--- src/rtl/store_buffer.sv ---
// store_buffer: in-order store queue between the pipeline and the data memory port.
// The queue is a circular FIFO, DEPTH entries deep. It drains one entry per cycle
// whenever no load needs the memory port.
// Each pending entry is compared with the current load address at 8-byte granularity,
// so that a load that overlaps a pending store can be stalled.
// Optional feature, enabled by defining STORE_BUF_FWD_EN:
//   When the youngest matching entry is a full doubleword store, its data is forwarded
//   to the load and the load is not stalled.

package store_buffer_pkg;
  typedef enum logic [2:0] {
    NO_STORE    = 3'd0,
    STORE_BYTE  = 3'd1,
    STORE_HALF  = 3'd2,
    STORE_WORD  = 3'd3,
    STORE_DWORD = 3'd4
  } mem_store_type_t;
endpackage

module store_buffer
  import store_buffer_pkg::*;
#(
  parameter int DEPTH = 4
) (
  input  logic                     clk,
  input  logic                     reset,
  input  logic                     in_valid,
  output logic                     in_ready,
  input  logic [63:0]              in_addr,
  input  logic [63:0]              in_data,
  input  mem_store_type_t          in_type,
  input  logic                     load_req,
  input  logic [63:0]              load_addr,
  output logic                     load_hit,
  output logic                     fwd_valid,
  output logic [63:0]              fwd_data,
  output logic [63:0]              mem_addr,
  output logic [63:0]              mem_data,
  output mem_store_type_t          mem_store_type,
  output logic [$clog2(DEPTH):0]   count,
  output logic                     empty
);

  localparam int PTR_W = $clog2(DEPTH);
  localparam int CNT_W = PTR_W + 1;

  logic [63:0]       addr_mem [DEPTH];
  logic [63:0]       data_mem [DEPTH];
  mem_store_type_t   type_mem [DEPTH];

  logic [PTR_W-1:0]  head_reg;
  logic [PTR_W-1:0]  tail_reg;
  logic [CNT_W-1:0]  count_reg;

  logic              enq;
  logic              drain;
  logic [DEPTH-1:0]  match_vec;
  logic              any_match;

  assign count    = count_reg;
  assign empty    = (count_reg == '0);
  assign in_ready = (count_reg < CNT_W'(DEPTH));
  // NO_STORE requests are accepted but never occupy an entry.
  assign enq      = in_valid && in_ready && (in_type != NO_STORE);
  assign drain    = !empty && !load_req;

  // Pointer and occupancy update; reset throws away every pending entry.
  always_ff @(posedge clk or posedge reset) begin
    if (reset) begin
      head_reg  <= '0;
      tail_reg  <= '0;
      count_reg <= '0;
    end else begin
      if (enq)
        tail_reg <= tail_reg + 1'b1;
      if (drain)
        head_reg <= head_reg + 1'b1;
      case ({enq, drain})
        2'b10:   count_reg <= count_reg + 1'b1;
        2'b01:   count_reg <= count_reg - 1'b1;
        default: count_reg <= count_reg;
      endcase
    end
  end

  // Entry payload storage; only the pointers carry validity, so no reset is needed here.
  always_ff @(posedge clk) begin
    if (enq) begin
      addr_mem[tail_reg] <= in_addr;
      data_mem[tail_reg] <= in_data;
      type_mem[tail_reg] <= in_type;
    end
  end

  // Per-entry doubleword address compare, qualified by the entry lying inside the live window.
  generate
    for (genvar gi = 0; gi < DEPTH; gi++) begin : g_match
      logic [PTR_W-1:0] offset;
      assign offset        = PTR_W'(gi) - head_reg;
      assign match_vec[gi] = ({1'b0, offset} < count_reg) &&
                             (addr_mem[gi][63:3] == load_addr[63:3]);
    end
  endgenerate

  assign any_match = |match_vec;

`ifdef STORE_BUF_FWD_EN
  logic              yng_found;
  logic [PTR_W-1:0]  yng_idx;
  mem_store_type_t   yng_type;
  logic [63:0]       yng_data;

  // Walk oldest to youngest so the last hit seen is the youngest matching store.
  always_comb begin
    yng_found = 1'b0;
    yng_type  = NO_STORE;
    yng_data  = '0;
    yng_idx   = '0;
    for (int k = 0; k < DEPTH; k++) begin
      yng_idx = head_reg + PTR_W'(k);
      if (match_vec[yng_idx]) begin
        yng_found = 1'b1;
        yng_type  = type_mem[yng_idx];
        yng_data  = data_mem[yng_idx];
      end
    end
  end

  assign fwd_valid = !reset && load_req && yng_found && (yng_type == STORE_DWORD);
  assign fwd_data  = fwd_valid ? yng_data : 64'd0;
`else
  assign fwd_valid = 1'b0;
  assign fwd_data  = 64'd0;
`endif

  assign load_hit = !reset && load_req && any_match && !fwd_valid;

  // Memory port mux: a load owns the port, otherwise the head entry drains, otherwise idle.
  always_comb begin
    mem_addr       = '0;
    mem_data       = '0;
    mem_store_type = NO_STORE;
    if (!reset) begin
      if (load_req) begin
        mem_addr = load_addr;
      end else if (!empty) begin
        mem_addr       = addr_mem[head_reg];
        mem_data       = data_mem[head_reg];
        mem_store_type = type_mem[head_reg];
      end
    end
  end

endmodule

--- config.mk ---
export PLATFORM = sky130hd
export DESIGN_NAME = store_buffer
export DESIGN_NICKNAME = d
export VERILOG_FILES = /design/src/rtl/store_buffer.sv
export SDC_FILE = /design/constraint.sdc
export NUM_CORES = 1
export LEC_CHECK = 0
export CORE_MARGIN = 5
export CORE_UTILIZATION = 50
export DETAILED_ROUTE_END_ITERATION = 10
export PLACE_DENSITY = 0.82
export SLEW_MARGIN = 10
export SYNTH_ARGS = -nofsm -noshare
export SYNTH_HDL_FRONTEND = slang
export SYNTH_SLANG_ARGS = --single-unit
--- constraint.sdc ---
create_clock -name clk -period 10.7 [get_ports clk]
set_input_delay 1.07 -clock clk [delete_from_list [all_inputs] [get_ports clk]]
set_output_delay 1.07 -clock clk [all_outputs]
set_load 0.01 [all_outputs]
==> metrics.cfg, run 1 <==
[placed_design]
io_buffers=335
dpl.hpwl_um=44200
dp.cells=2199
place_area_sq_um=27400
gp_congestion=0.985

[floorplanning]
core_area_sq_um=47500
die_w_um=229
dieArea_sq_um=52400
die_y_um=229
rows=80
initial_utilization_pct=50.4
pin_count=401

[clock_tree]
insertion_delay_ps=610
cts_post_setup_buffers_inserted=0
cts_hold_buf=0
cts_root_buf=clkbuf_16
cts_resized=0
htreeDepth=2
cts_tree=built
cts.sinks=531
cts_buffers=53
cts_max_path_buffers=3
clk_pin_slew_worst_paths_ps=60

[worst_setup_path]
worst-setup-path-type=reg -> out
worstSetupStartpointType=flip-flop
cp.depth=9
max_stage_delay_ps=750
reg2reg_depth=4
critPathArrivalTime_ps=4400
cp_max_fo=47
cp_slowest_cell=dfrtp_4
path_cells=buf_4 > inv_1 > ha_1 > a21oi_1 > o21ai_0 > nand3_1 > nor4_1 > o41a_1 > clkdlybuf4s50_1
required_ps=9630
path_buf_inv=3
endpoint_kind=output port
cp_top_family=buffers and inverters

[sta]
finalCriticalPeriod_ps=5470
worst_slew_margin_rel_pct=25.5
finalMaxSlewViolations=0
worst_slew_pin_slew_ps=1120
fin_setup_tns_ps=0
rsz0062_at_grt=false
period_share_pct=51.1
whs_ps=653
hold_violations=0
skew_ps=23.4
setup_viol=0
fmax_mhz=183

[synthesis]
synth_top_family_by_area=multiplexers
synth_cells=1348
avgSynthCellArea_sq_um=17.8
yosysSeqAreaShare_pct=66.3
ys_ff_latch=531
synth_area_leader_cell=edfxtp_1
yosys.area_share.simple_pct=4.14
synth_compound_area_share_pct=2.63
synth_xor_area_share_pct=9.29
synth.distinct_cells=33
synth_area_sq_um=24000
yosys.area.top_type_share_pct=65.6
synth_mux_area_share_pct=12.3
yosys-top-cells-area=edfxtp_1 66%, mux4_2 12%, xor2_1 5.0%, xnor2_1 4.1%, a22o_1 2.3%
synthAdderAreaFrac_pct=0.553
yosys_warnings=0

[detailed_routing]
wl_per_cell_um=27.7
dr.pass1.iters=5
vias=13500
via_per_inst=5.86
drt-total-wl_um=63800
antenna_left=0
drcViolationCount=0
drt-initial-drc-count=1402

[global_routing]
grt_max_degree=68
grt-ovfl-total=0
grt_pass1_vias=14000
globalRouteTotalUtil_pct=23.6
grt_pass1_wl_um=92300
antenna_found_initial=10

[job]
cap_violations=0

[hold_path]
hp-class=reg -> reg
holdPathStages=2

[cells_and_area]
utilization_pct=61.1
final_cells=2305
final_cell_mix=524 x edfxtp_1, 335 x clkdlybuf4s50_1, 136 x xor2_1
final_area_sq_um=29100
largest_registers=addr_mem (256), data_mem (256), type_mem (12)
drive_above_1_share_pct=13.6
filler_cell_count=3331
area_growth_pct=21.1
nets=1848
final_common_cell=edfxtp_1

[power]
p_leak_nw=9.50
power.density_nw_per_um2=218
ir_drop_v=0.000163

[status]
outcome=completed

[final timing paths]
path	start	end	slack [ps]
setup / recovery	head_reg[1]	load_hit	5230
hold / removal	tail_reg[1]	tail_reg[1]	650
max in group asynchronous	reset	head_reg[0]	9550
hold reg to reg	tail_reg[1]	tail_reg[1]	650
min in group asynchronous	reset	count[1]	890
setup reg to reg	count[2]	data_mem[0][24]	7270
[cells by family after synthesis]
logic type | after synthesis
other | 1
XOR/XNOR | 251
AND/OR/NAND/NOR | 161
buffers and inverters | 187
multiplexers | 132
adder cells (fa/ha/maj) | 10
AO/OA/AOI/OAI | 75
flip-flops | 531
[routing by layer]
metal	wire length, um	track usage (%)	vias up
met3	7260	7.13	147
li1	-	-	5695
met2	30500	38.2	843
met5	52	0	-
met1	23200	30.2	6821
met4	2840	9.66	8
[through the flow]
step / setup WS (ps) / power (mW)
final: 5230 / 6.32
after global routing: 5120 / 6.57
after CTS: 5270 / 6.37
after detailed placement: 5660 / 4.60
after global placement: 5750 / 4.57
after floorplan: 5800 / 3.94
[final cells by class]
| cell class | instances | area, sq um | area share (%) |
|---|---|---|---|
| flip-flops and latches | 531 | 15900 | 54.8 |
| multi-input cells | 694 | 7210 | 24.8 |
| inverters | 10 | 37.5 | 0.129 |
| repair buffers | 349 | 3460 | 11.9 |
| clock buffers | 66 | 1380 | 4.73 |
| well taps | 615 | 769 | 2.65 |
| clock inverters | 33 | 262 | 0.900 |
| diodes | 7 | 17.5 | 0.0603 |
[synthesized netlist by cell type]
cell type    n
a22o_2       1
nand2_1      3
nor3_1       3
nor2b_1      1
dfrtp_1      7
a22o_1      63
buf_6       13
o2111ai_1    1
nor4_1      42
xor2_1     136
o41a_1       1
nand3_1      2
nand4_1     35
nand2b_1     1
xnor2_1    111
nor2_1       2
nor3_2       1
a21oi_1      4
inv_1       10
mux2i_1      1
xnor2_2      4
buf_1        1
clkbuf_1    45
buf_2       47
buf_4       71
and2_1      71
fa_1         1
ha_1         9
edfxtp_1   524
o311a_1      1
mux4_2     131
conb_1       1
o21ai_0      4
[worst reg2reg max path: cells and delay by family (launching register included)]
family	cells	cell delay, ps
DFF	1	490
AOI/OAI and AO/OA	1	400
buffers and inverters	2	1200
and+or+nand+nor	1	920
[power by group]
| group | leakage [nW] | internal (mW) | switching (mW) | total (mW) |
|---|---|---|---|---|
| Sequential | 4.83 | 2.57 | 0.184 | 2.76 |
| Combinational | 3.87 | 0.915 | 0.885 | 1.80 |
| Clock | 0.797 | 0.989 | 0.776 | 1.76 |
| Total | 9.50 | 4.48 | 1.85 | 6.32 |
(Power assumes the default switching activity.)
==> inputs of run 2 (changes only) <==
clock period = 5.48 ns   (was 10.7 ns; I/O delays follow)
==> metrics.cfg, run 2 (synthesis results as in run 1) <==
[status]
outcome=completed  ; unchanged

[floorplanning]
pin_count=401  ; unchanged
initial_utilization_pct=50.4  ; unchanged
dieArea_sq_um=52400  ; unchanged
rows=80  ; unchanged
die_w_um=229  ; unchanged
die_y_um=229  ; unchanged
core_area_sq_um=47500  ; unchanged

[sta]
setup_viol=0  ; unchanged
finalCriticalPeriod_ps=4550
fin_setup_tns_ps=0  ; unchanged
hold_violations=0  ; unchanged
fmax_mhz=220
worst_slew_margin_rel_pct=25.8  ; was 25.5%
whs_ps=373  ; was 653 ps
rsz0062_at_grt=false  ; unchanged
skew_ps=18.5  ; was 23.4 ps
finalMaxSlewViolations=0  ; unchanged
period_share_pct=83.0
worst_slew_pin_slew_ps=1110  ; was 1120 ps

[worst_setup_path]
critPathArrivalTime_ps=4000  ; was 4400 ps
worstSetupStartpointType=flip-flop  ; unchanged
required_ps=4930  ; was 9630 ps
cp_max_fo=64  ; was 47
reg2reg_depth=4  ; unchanged
cp-startpoint=head_reg[1]  ; unchanged
endpoint_kind=output port  ; unchanged
worst-setup-path-type=reg -> out  ; unchanged
r2r_slack_ps=2750  ; was 7270 ps
r2r-start=count[2]  ; unchanged
endpoint=load_hit  ; unchanged
timing.rr.end=data_mem[1][28]  ; was data_mem[0][24]

[power]
p_sw_share_pct=28.8  ; was 29.2%
p_leak_nw=9.58  ; was 9.50 nW
p_comb_share_pct=28.2  ; was 28.5%
p_switching_mw=3.62  ; was 1.85 mW
power.density_nw_per_um2=430  ; was 218 nW/um^2
p_int_mw=8.95  ; was 4.48 mW
ir_drop_v=0.000462  ; was 0.000163 V
pwr-share-clk_pct=29.0  ; was 27.9%
p_seq_share_pct=42.8  ; was 43.6%
power.total_mw=12.6  ; was 6.32 mW

[detailed_routing]
wl_met1_um=23400  ; was 23,200 um
wl_per_cell_um=27.7  ; about the same
wl_met3_um=7230  ; was 7260 um
vias=13400  ; was 13,500
top_layer=met5  ; unchanged
drt-initial-drc-count=1493  ; was 1,402
route.met2.wl_um=30800  ; was 30,500 um
antenna_left=0  ; unchanged
via_per_inst=5.83  ; was 5.86
drt-total-wl_um=63800  ; about the same
dr.pass1.iters=5  ; unchanged
drcViolationCount=0  ; unchanged

[hold_path]
hp-class=in -> async  ; was reg -> reg

[cells_and_area]
nets=1849  ; was 1,848
drive_above_1_share_pct=14.2  ; was 13.6%
final_cell_mix=524 x edfxtp_1, 335 x clkdlybuf4s50_1, 136 x xor2_1  ; unchanged
largest_registers=addr_mem (256), data_mem (256), type_mem (12)  ; unchanged
area_growth_pct=21.9  ; was 21.1%
final_common_cell=edfxtp_1  ; unchanged

[clock_tree]
cts.sinks=531  ; unchanged
clk_pin_slew_worst_paths_ps=60  ; about the same
htreeDepth=2  ; unchanged
cts_tree=built  ; unchanged
cts_buffers=53  ; unchanged
insertion_delay_ps=610  ; about the same
cts_root_buf=clkbuf_16  ; unchanged
cts_max_path_buffers=3  ; unchanged
cts_resized=0  ; unchanged
cts_post_setup_buffers_inserted=0  ; unchanged
cts_hold_buf=0  ; unchanged

[placed_design]
dpl.hpwl_um=43300  ; was 44,200 um
gp_congestion=1.01  ; was 0.985
io_buffers=335  ; unchanged

[global_routing]
globalRouteTotalUtil_pct=23.7  ; was 23.6%
grt_max_degree=130  ; was 68
grt_pass1_wl_um=92400  ; was 92,300 um
grt_pass1_vias=13800  ; was 14,000
grt-ovfl-total=0  ; unchanged
antenna_found_initial=12  ; was 10

[job]
cap_violations=0  ; unchanged

-- run 2: cell count changes in the layout (fill, tap and decap cells not counted), sizes merged --
cell      change
buf           +1
bufinv        +4
clkbuf        -5
clkinv        +1
clkinvlp      +2
diode         -4
inv           -3
-- run 2: critical path: stages, from the launching register on --
cell             delay, ps
dfrtp_4               1100
inv_1                  120
ha_1                   350
a21oi_1                 40
o21ai_0                450
nand3_1                140
nor4_1                 300
o41a_1                 300
clkdlybuf4s50_1        580
-- run 2: layout make-up --
cell class | count | area [sq um]
clock inverters | 37 | 392
fillers | 3303 | 18300
inverters | 10 | 37.5
well taps | 615 | 769
multi-input cells | 694 | 7210
repair buffers | 350 | 3540
clock buffers | 61 | 1360
flip-flops and latches | 531 | 15900
diodes | 3 | 7.51
-- run 2: metrics by stage --
step	instance area (sq um)	instances	setup WS, ps	util [%]
6_report	29200	2301	932	61.5
5_1_grt	29200	2300	747	61.5
4_1_cts	29200	2298	895	61.5
3_5_place_dp	27500	2200	1440	57.8
3_3_place_gp	27500	2200	1510	57.8
2_1_floorplan	24200	1412	1030	-
-- run 2: worst min-delay path by stage --
stage / cells past startpoint / to / slack [ps] / from
2_1_floorplan: 1 / count[0] / 350 / reset
3_3_place_gp: 2 / tail_reg[1] / 600 / tail_reg[1]
3_5_place_dp: 2 / tail_reg[1] / 650 / tail_reg[1]
4_1_cts: 2 / head_reg[1] / 340 / reset
5_1_grt: 2 / head_reg[0] / 370 / reset
6_report: 2 / tail_reg[0] / 370 / reset
-- run 2: power groups by stage --
stage	clock network, mW	logic [mW]	registers (mW)
floorplan	0	2.40	5.30
global placement	0	3.53	5.43
detailed placement	0	3.56	5.47
CTS	3.70	3.59	5.39
global route	3.87	3.77	5.43
finish	3.64	3.55	5.38
-- run 2: layer usage --
metal,global-route usage [%],vias to the layer above
met2,38.3,829
met1,30.5,6757
met3,8.10,127
li1,-,5694
met4,7.52,16
met5,0,-
